`src/rtl/fetch_queue.sv`:
```
// Instruction prefetch queue: sequential 16-bit fetch, circular buffer, 16/32-bit AAP assembly.
// Optional combinational forwarding of the arriving word is enabled by defining FETCH_QUEUE_BYPASS_EN.
module fetch_queue #(
  parameter int          DEPTH    = 8,
  parameter logic [19:0] RESET_PC = 20'h00000
) (
  input  logic                     clock,
  input  logic                     reset,
  input  logic                     stop,
  input  logic                     flush,
  input  logic [19:0]              flush_pc,
  output logic [19:0]              imem_addr,
  output logic                     imem_req,
  input  logic [15:0]              imem_data,
  output logic [31:0]              instr,
  output logic [19:0]              instr_pc,
  output logic                     instr_long,
  output logic                     instr_valid,
  input  logic                     instr_ready,
  output logic [$clog2(DEPTH):0]   occupancy
);

  // Handshake: an instruction transfers on any cycle where instr_valid & instr_ready are both
  // high (and flush is low); while instr_valid is high and instr_ready low, instr* stay stable.

  localparam int AW = $clog2(DEPTH);
  localparam int OW = AW + 1;

  logic [15:0]   mem [DEPTH];
  logic [AW-1:0] rd_ptr, wr_ptr, rd_n, rd1_n, wr_n;
  logic [OW-1:0] occ, occ_n, used, q_pop;
  logic [19:0]   fetch_pc, head_pc, head_pc_n;
  logic          inflight, kill, push, push_eff, pop, byp_pop;
  logic [1:0]    pop_len;
  logic [15:0]   w0_n, w1_n;
  logic          valid_n;
  logic [31:0]   instr_q;
  logic [19:0]   pc_q;
  logic          long_q, valid_q;

  // Full check counts the outstanding read so the queue can never overflow.
  assign used      = occ + OW'(inflight);
  assign imem_req  = reset & ~stop & ~flush & (used < OW'(DEPTH));
  assign imem_addr = fetch_pc;
  assign occupancy = occ;
  assign push      = inflight & ~kill & ~flush;

`ifdef FETCH_QUEUE_BYPASS_EN
  logic [15:0] head0;
  logic        byp_active, byp_valid, byp_long;
  logic [31:0] byp_instr;

  // Forward the returning word when it completes the head instruction.
  always_comb begin
    head0      = mem[rd_ptr];
    byp_active = push & ((occ == '0) | ((occ == OW'(1)) & head0[15]));
    if (occ == '0) begin
      byp_instr = {16'h0000, imem_data};
      byp_long  = 1'b0;
      byp_valid = ~imem_data[15];
    end else begin
      byp_instr = {imem_data, head0};
      byp_long  = 1'b1;
      byp_valid = 1'b1;
    end
  end

  assign instr       = byp_active ? byp_instr : instr_q;
  assign instr_long  = byp_active ? byp_long  : long_q;
  assign instr_valid = byp_active ? byp_valid : valid_q;
  assign instr_pc    = pc_q;
  assign byp_pop     = byp_active & byp_valid & instr_ready;
`else
  assign instr       = instr_q;
  assign instr_long  = long_q;
  assign instr_valid = valid_q;
  assign instr_pc    = pc_q;
  assign byp_pop     = 1'b0;
`endif

  always_comb begin
    pop      = instr_valid & instr_ready & ~flush;
    pop_len  = instr_long ? 2'd2 : 2'd1;
    push_eff = push & ~byp_pop;
    q_pop    = '0;
    if (pop) q_pop = OW'(pop_len) - OW'(byp_pop);
    occ_n    = occ + OW'(push_eff) - q_pop;
    rd_n     = rd_ptr + AW'(q_pop);
    rd1_n    = rd_n + AW'(1);
    wr_n     = wr_ptr + AW'(push_eff);
    // Head view after this cycle's push/pop, used to register the decoder outputs.
    w0_n     = (push_eff && (wr_ptr == rd_n))  ? imem_data : mem[rd_n];
    w1_n     = (push_eff && (wr_ptr == rd1_n)) ? imem_data : mem[rd1_n];
    valid_n  = (occ_n != '0) & (~w0_n[15] | (occ_n >= OW'(2)));
    head_pc_n = pop ? head_pc + 20'(pop_len) : head_pc;
  end

  always_ff @(posedge clock) begin
    if (push_eff) mem[wr_ptr] <= imem_data;
  end

  always_ff @(posedge clock or negedge reset) begin
    if (!reset) begin
      rd_ptr   <= '0;
      wr_ptr   <= '0;
      occ      <= '0;
      fetch_pc <= RESET_PC;
      head_pc  <= RESET_PC;
      inflight <= 1'b0;
      kill     <= 1'b0;
      instr_q  <= '0;
      pc_q     <= RESET_PC;
      long_q   <= 1'b0;
      valid_q  <= 1'b0;
    end else begin
      inflight <= imem_req;
      kill     <= flush;
      if (flush) begin
        rd_ptr   <= '0;
        wr_ptr   <= '0;
        occ      <= '0;
        fetch_pc <= flush_pc;
        head_pc  <= flush_pc;
        pc_q     <= flush_pc;
        instr_q  <= '0;
        long_q   <= 1'b0;
        valid_q  <= 1'b0;
      end else begin
        if (imem_req) fetch_pc <= fetch_pc + 20'd1;
        rd_ptr  <= rd_n;
        wr_ptr  <= wr_n;
        occ     <= occ_n;
        head_pc <= head_pc_n;
        pc_q    <= head_pc_n;
        valid_q <= valid_n;
        long_q  <= w0_n[15];
        instr_q <= w0_n[15] ? {w1_n, w0_n} : {16'h0000, w0_n};
      end
    end
  end

endmodule

```
`config.mk`:
```
export PLATFORM = sky130hd
export DESIGN_NAME = fetch_queue
export DESIGN_NICKNAME = d
export VERILOG_FILES = /design/src/rtl/fetch_queue.sv
export SDC_FILE = /design/constraint.sdc
export NUM_CORES = 1
export LEC_CHECK = 0
export CORE_AREA = 2 2 124 156
export DETAILED_ROUTE_END_ITERATION = 16
export DIE_AREA = 0 0 126 158
export HOLD_SLACK_MARGIN = 0.03
export PLACE_DENSITY_LB_ADDON = 0.3
export SYNTH_ARGS = -nofsm -noshare
export SYNTH_HDL_FRONTEND = slang
export SYNTH_SLANG_ARGS = --single-unit
```
`constraint.sdc`:
```
create_clock -name clock -period 6 [get_ports clock]
set_input_delay 1.2 -clock clock [delete_from_list [all_inputs] [get_ports clock]]
set_output_delay 1.2 -clock clock [all_outputs]
set_load 0.01 [all_outputs]
```
==> flow_metrics.tcl <==
set metrics [dict create \
    insertion_delay_to_the_later_sink_of_the_worst_skew_pair_ns 0.51 \
    largest_net_degree_at_the_start_of_global_routing 66 \
    clock-skew-final_ns 0.0241 \
    drt_first_iter_violations 663 \
    gr-total-overflow 0 \
    sw_frac_of_total_pct 29.1 \
    postRouteWirelength_um 25800 \
    synth_top_cell_by_area "edfxtp_1" \
    n_antenna_cell 0 \
    slew_viol_final 0 \
    worst_setup_path_end_kind "flip-flop" \
    htree_levels 1 \
    final-setup-viol-count 0 \
    gp_routability_congestion 0.851 \
    drcViolationCount 0 \
    antenna_found_initial 0 \
    first_global_vias 7596 \
    synth.cell_area_mm2 0.00999 \
    rr_worst_depth 10 \
    synth_enable_flop_cells 128 \
    grt_setup_unrepaired "no" \
    cts_max_path_buffers 3 \
    wire_length_of_the_first_global_routing_pass_um 40700 \
    die_width_um 126 \
    tns_ns 0 \
    p_int_mw 2.83 \
    synth_top_area_share_pct 38.5 \
    postLayoutCellArea_mm2 0.0121 \
    synthFlopType "edfxtp_1" \
    timing.critical_path.to "instr[24]$_DFF_PN0_" \
    pwr-share-seq_pct 43.3 \
    rr_endpoint "instr[24]$_DFF_PN0_" \
    postSynthAreaPerCell_um2 11.7 \
    cts_hold_repair.buffers 0 \
    critical_path.reg2reg.startpoint "instr[15]$_DFF_PN0_" \
    pwr-share-clk_pct 32.2 \
    final.hold.worst_slack_ns 0.575 \
    global_route.usage.total_pct 26.1 \
    tritoncts "done" \
    outcome "finished clean" \
    total_iterations_of_the_first_detailed_routing_run 7 \
    fp.dieArea_mm2 0.0199 \
    crit_path_max_fanout 16 \
    synth_cell_type_count 55 \
    crit_type "primary input to flip-flop" \
    hold_start "imem_addr[10]$_DFFE_PN0P_" \
    cap_viol_max_count 0 \
    i_o_pins 120 \
    vias_per_cell 6.20 \
    critical_path.startpoint "instr_ready" \
    cts_buffers 21 \
    clk_pin_slew_worst_paths_ns 0.07 \
    p_comb_share_pct 24.5 \
    placedCellCount 1170 \
    post_cts_setup_repair_buffer_count 0 \
    cts_resized 0 \
    irDropWorstVdd_mv 0.260 \
    worstSetupStartpointType "primary input" \
    flow.area_growth_from_synthesis_pct 21.0 \
    fillCellCount 1441 \
    synth.yosys.warnings 0 \
    fin_nets 1015 \
    power.switching_mw 1.16 \
    count_of_non_filler_cells_in_the_finished_layout 1208 \
    tritoncts_num_sinks 213 \
    floorplan.rows 56 \
    preCtsSetupSlack_ns 0.844 \
    worstPathRequired_ns 6.36 \
    dp.final_hpwl_um 16300 \
    antenna_violating_nets_post_route 0 \
    core_region_area_mm2 0.0185 \
    dr_total_vias 7492 \
    clock.fmax_mhz 214 \
    finish.utilization_pct 65.3 \
    synth.net_count 905 \
    timing.max_slew.rel_slack_pct 33.9 \
    final_critical_path_setup_slack_ns 1.32 \
    timing_worst_slew_pin_value_ns 0.978 \
    final_hold_fails 0 \
    async_flop_share_pct 39.9 \
    period_minus_slack_ns 4.68 \
    share_of_the_yosys_chip_area_belonging_to_registers_pct 59.7 \
    netlist_top_cells_area "edfxtp_1 (38%), dfrtp_1 (21%), nand2_1 (5.8%)" \
    syn-instance-count 851 \
    numPortBuffers 119 \
    clockRootBuffer "clkbuf_16" \
    critical_path_at_ns 5.03 \
    placement.cell_area_mm2 0.0114 \
    die-height_um 158 \
    pwr_density_cell_mw_per_mm2 330 \
    final_layout_size_suffix_gt1_share_pct 8.61 \
    detail_route.wl_per_cell_um 21.4 \
    power.static_leakage_nw 4.62 \
    reg2reg_setup_slack_ns 2.04 \
    initial_util_pct 54.0 \
    hold_path.class "flip-flop to flip-flop" \
    final.period_utilization_pct 77.9 \
    synth_seq_cells 213 \
    finalPower_mw 3.98 \
]
## synthesized netlist by cell type, types with 3 or more instances
cell and count:
o311ai_0 10, and2_1 6, nand4_1 24, mux4_2 17, a32oi_1 16, buf_2 10
o21ai_0 53, edfxtp_1 128, a31oi_1 3, nor2_1 26, nor3b_1 3, and4_1 3
mux2i_1 48, dfrtp_1 85, xor2_1 13, a21oi_1 50, buf_4 4, and3_1 6
nor3_1 8, clkbuf_1 33, o22ai_1 15, a21o_1 4, inv_1 12, nor2b_1 4
o211ai_1 5, nand3_1 50, fa_1 3, nand2_1 155, xnor2_1 16, nand2b_1 3
ha_1 10
## layout by cell type (no fill, tap or decap), types with 16 or more instances in the layout
cell type	synthesis	layout
mux2i_1	48	48
a21oi_1	50	50
nand3_1	50	50
o21ai_0	53	53
nand4_1	24	24
dfrtp_1	85	85
a32oi_1	16	16
mux4_2	17	17
nand2_1	155	155
clkbuf_16	0	21
edfxtp_1	128	128
buf_4	4	21
nor2_1	26	26
clkdlybuf4s50_1	0	117
## cell families after synthesis
kind of cell             synth area share (%)
AO/OA/AOI/OAI                            9.92
XOR/XNOR                                 2.94
adder cells (fa/ha/maj)                  1.85
buffers and inverters                    2.85
flip-flops                               59.7
multiplexers                             8.64
AND/OR/NAND/NOR                          14.0
## how the worst min path moves through the flow
stage                                            to  cells after the start
final                     imem_addr[10]$_DFFE_PN0P_                      1
after global routing       imem_addr[9]$_DFFE_PN0P_                      1
after CTS                 imem_addr[10]$_DFFE_PN0P_                      1
after detailed placement  imem_addr[19]$_DFFE_PN0P_                      1
after global placement     imem_addr[9]$_DFFE_PN0P_                      1
after floorplan           imem_addr[10]$_DFFE_PN0P_                      1
## critical path: stages
cell and delay, ns:
clkdlybuf4s50_1 0.52, nand2_1 0.16, or3_1 0.40, fa_1 0.77, inv_1 0.19, ha_1 0.26
xor2_1 0.26, and2_1 0.77, a32oi_1 0.23, nand4_1 0.16, a21oi_1 0.09
## sequential cells by signal, summed over array words and instances (netlist names)
signal and count:
rd_ptr 3, wr_ptr 3, imem_addr 20, occupancy 4
kill 1, mem 128, instr_pc 20, inflight 1
instr_valid 1, instr 32
## power by group through the flow
stage	logic, mW	registers, mW	clock network, mW
final	0.976	1.72	1.28
after global routing	1.06	1.74	1.35
after CTS	0.980	1.72	1.29
after detailed placement	0.972	1.75	0
after global placement	0.957	1.75	0
after floorplan	0.555	1.77	0
## area by class of cell
class	instances	area, µm²	area share [%]
Sequential cell	213	5970	49.4
Multi-Input combinational cell	572	3780	31.3
Timing Repair Buffer	139	1330	11.0
Clock buffer	32	597	4.94
Tap cell	232	290	2.40
Clock inverter	6	61.3	0.507
Inverter	14	52.6	0.435
## layer usage
| layer | share of wire, % | GRT usage, % | up-vias |
|---|---|---|---|
| li1 | - | - | 3368 |
| met1 | 38 | 32.5 | 3656 |
| met2 | 51 | 46.1 | 407 |
| met3 | 8.3 | 4.33 | 61 |
| met4 | 3.4 | 9.68 | 0 |
| met5 | 0 | 0 | - |
No activity file was read; power rests on OpenSTA's default activity.
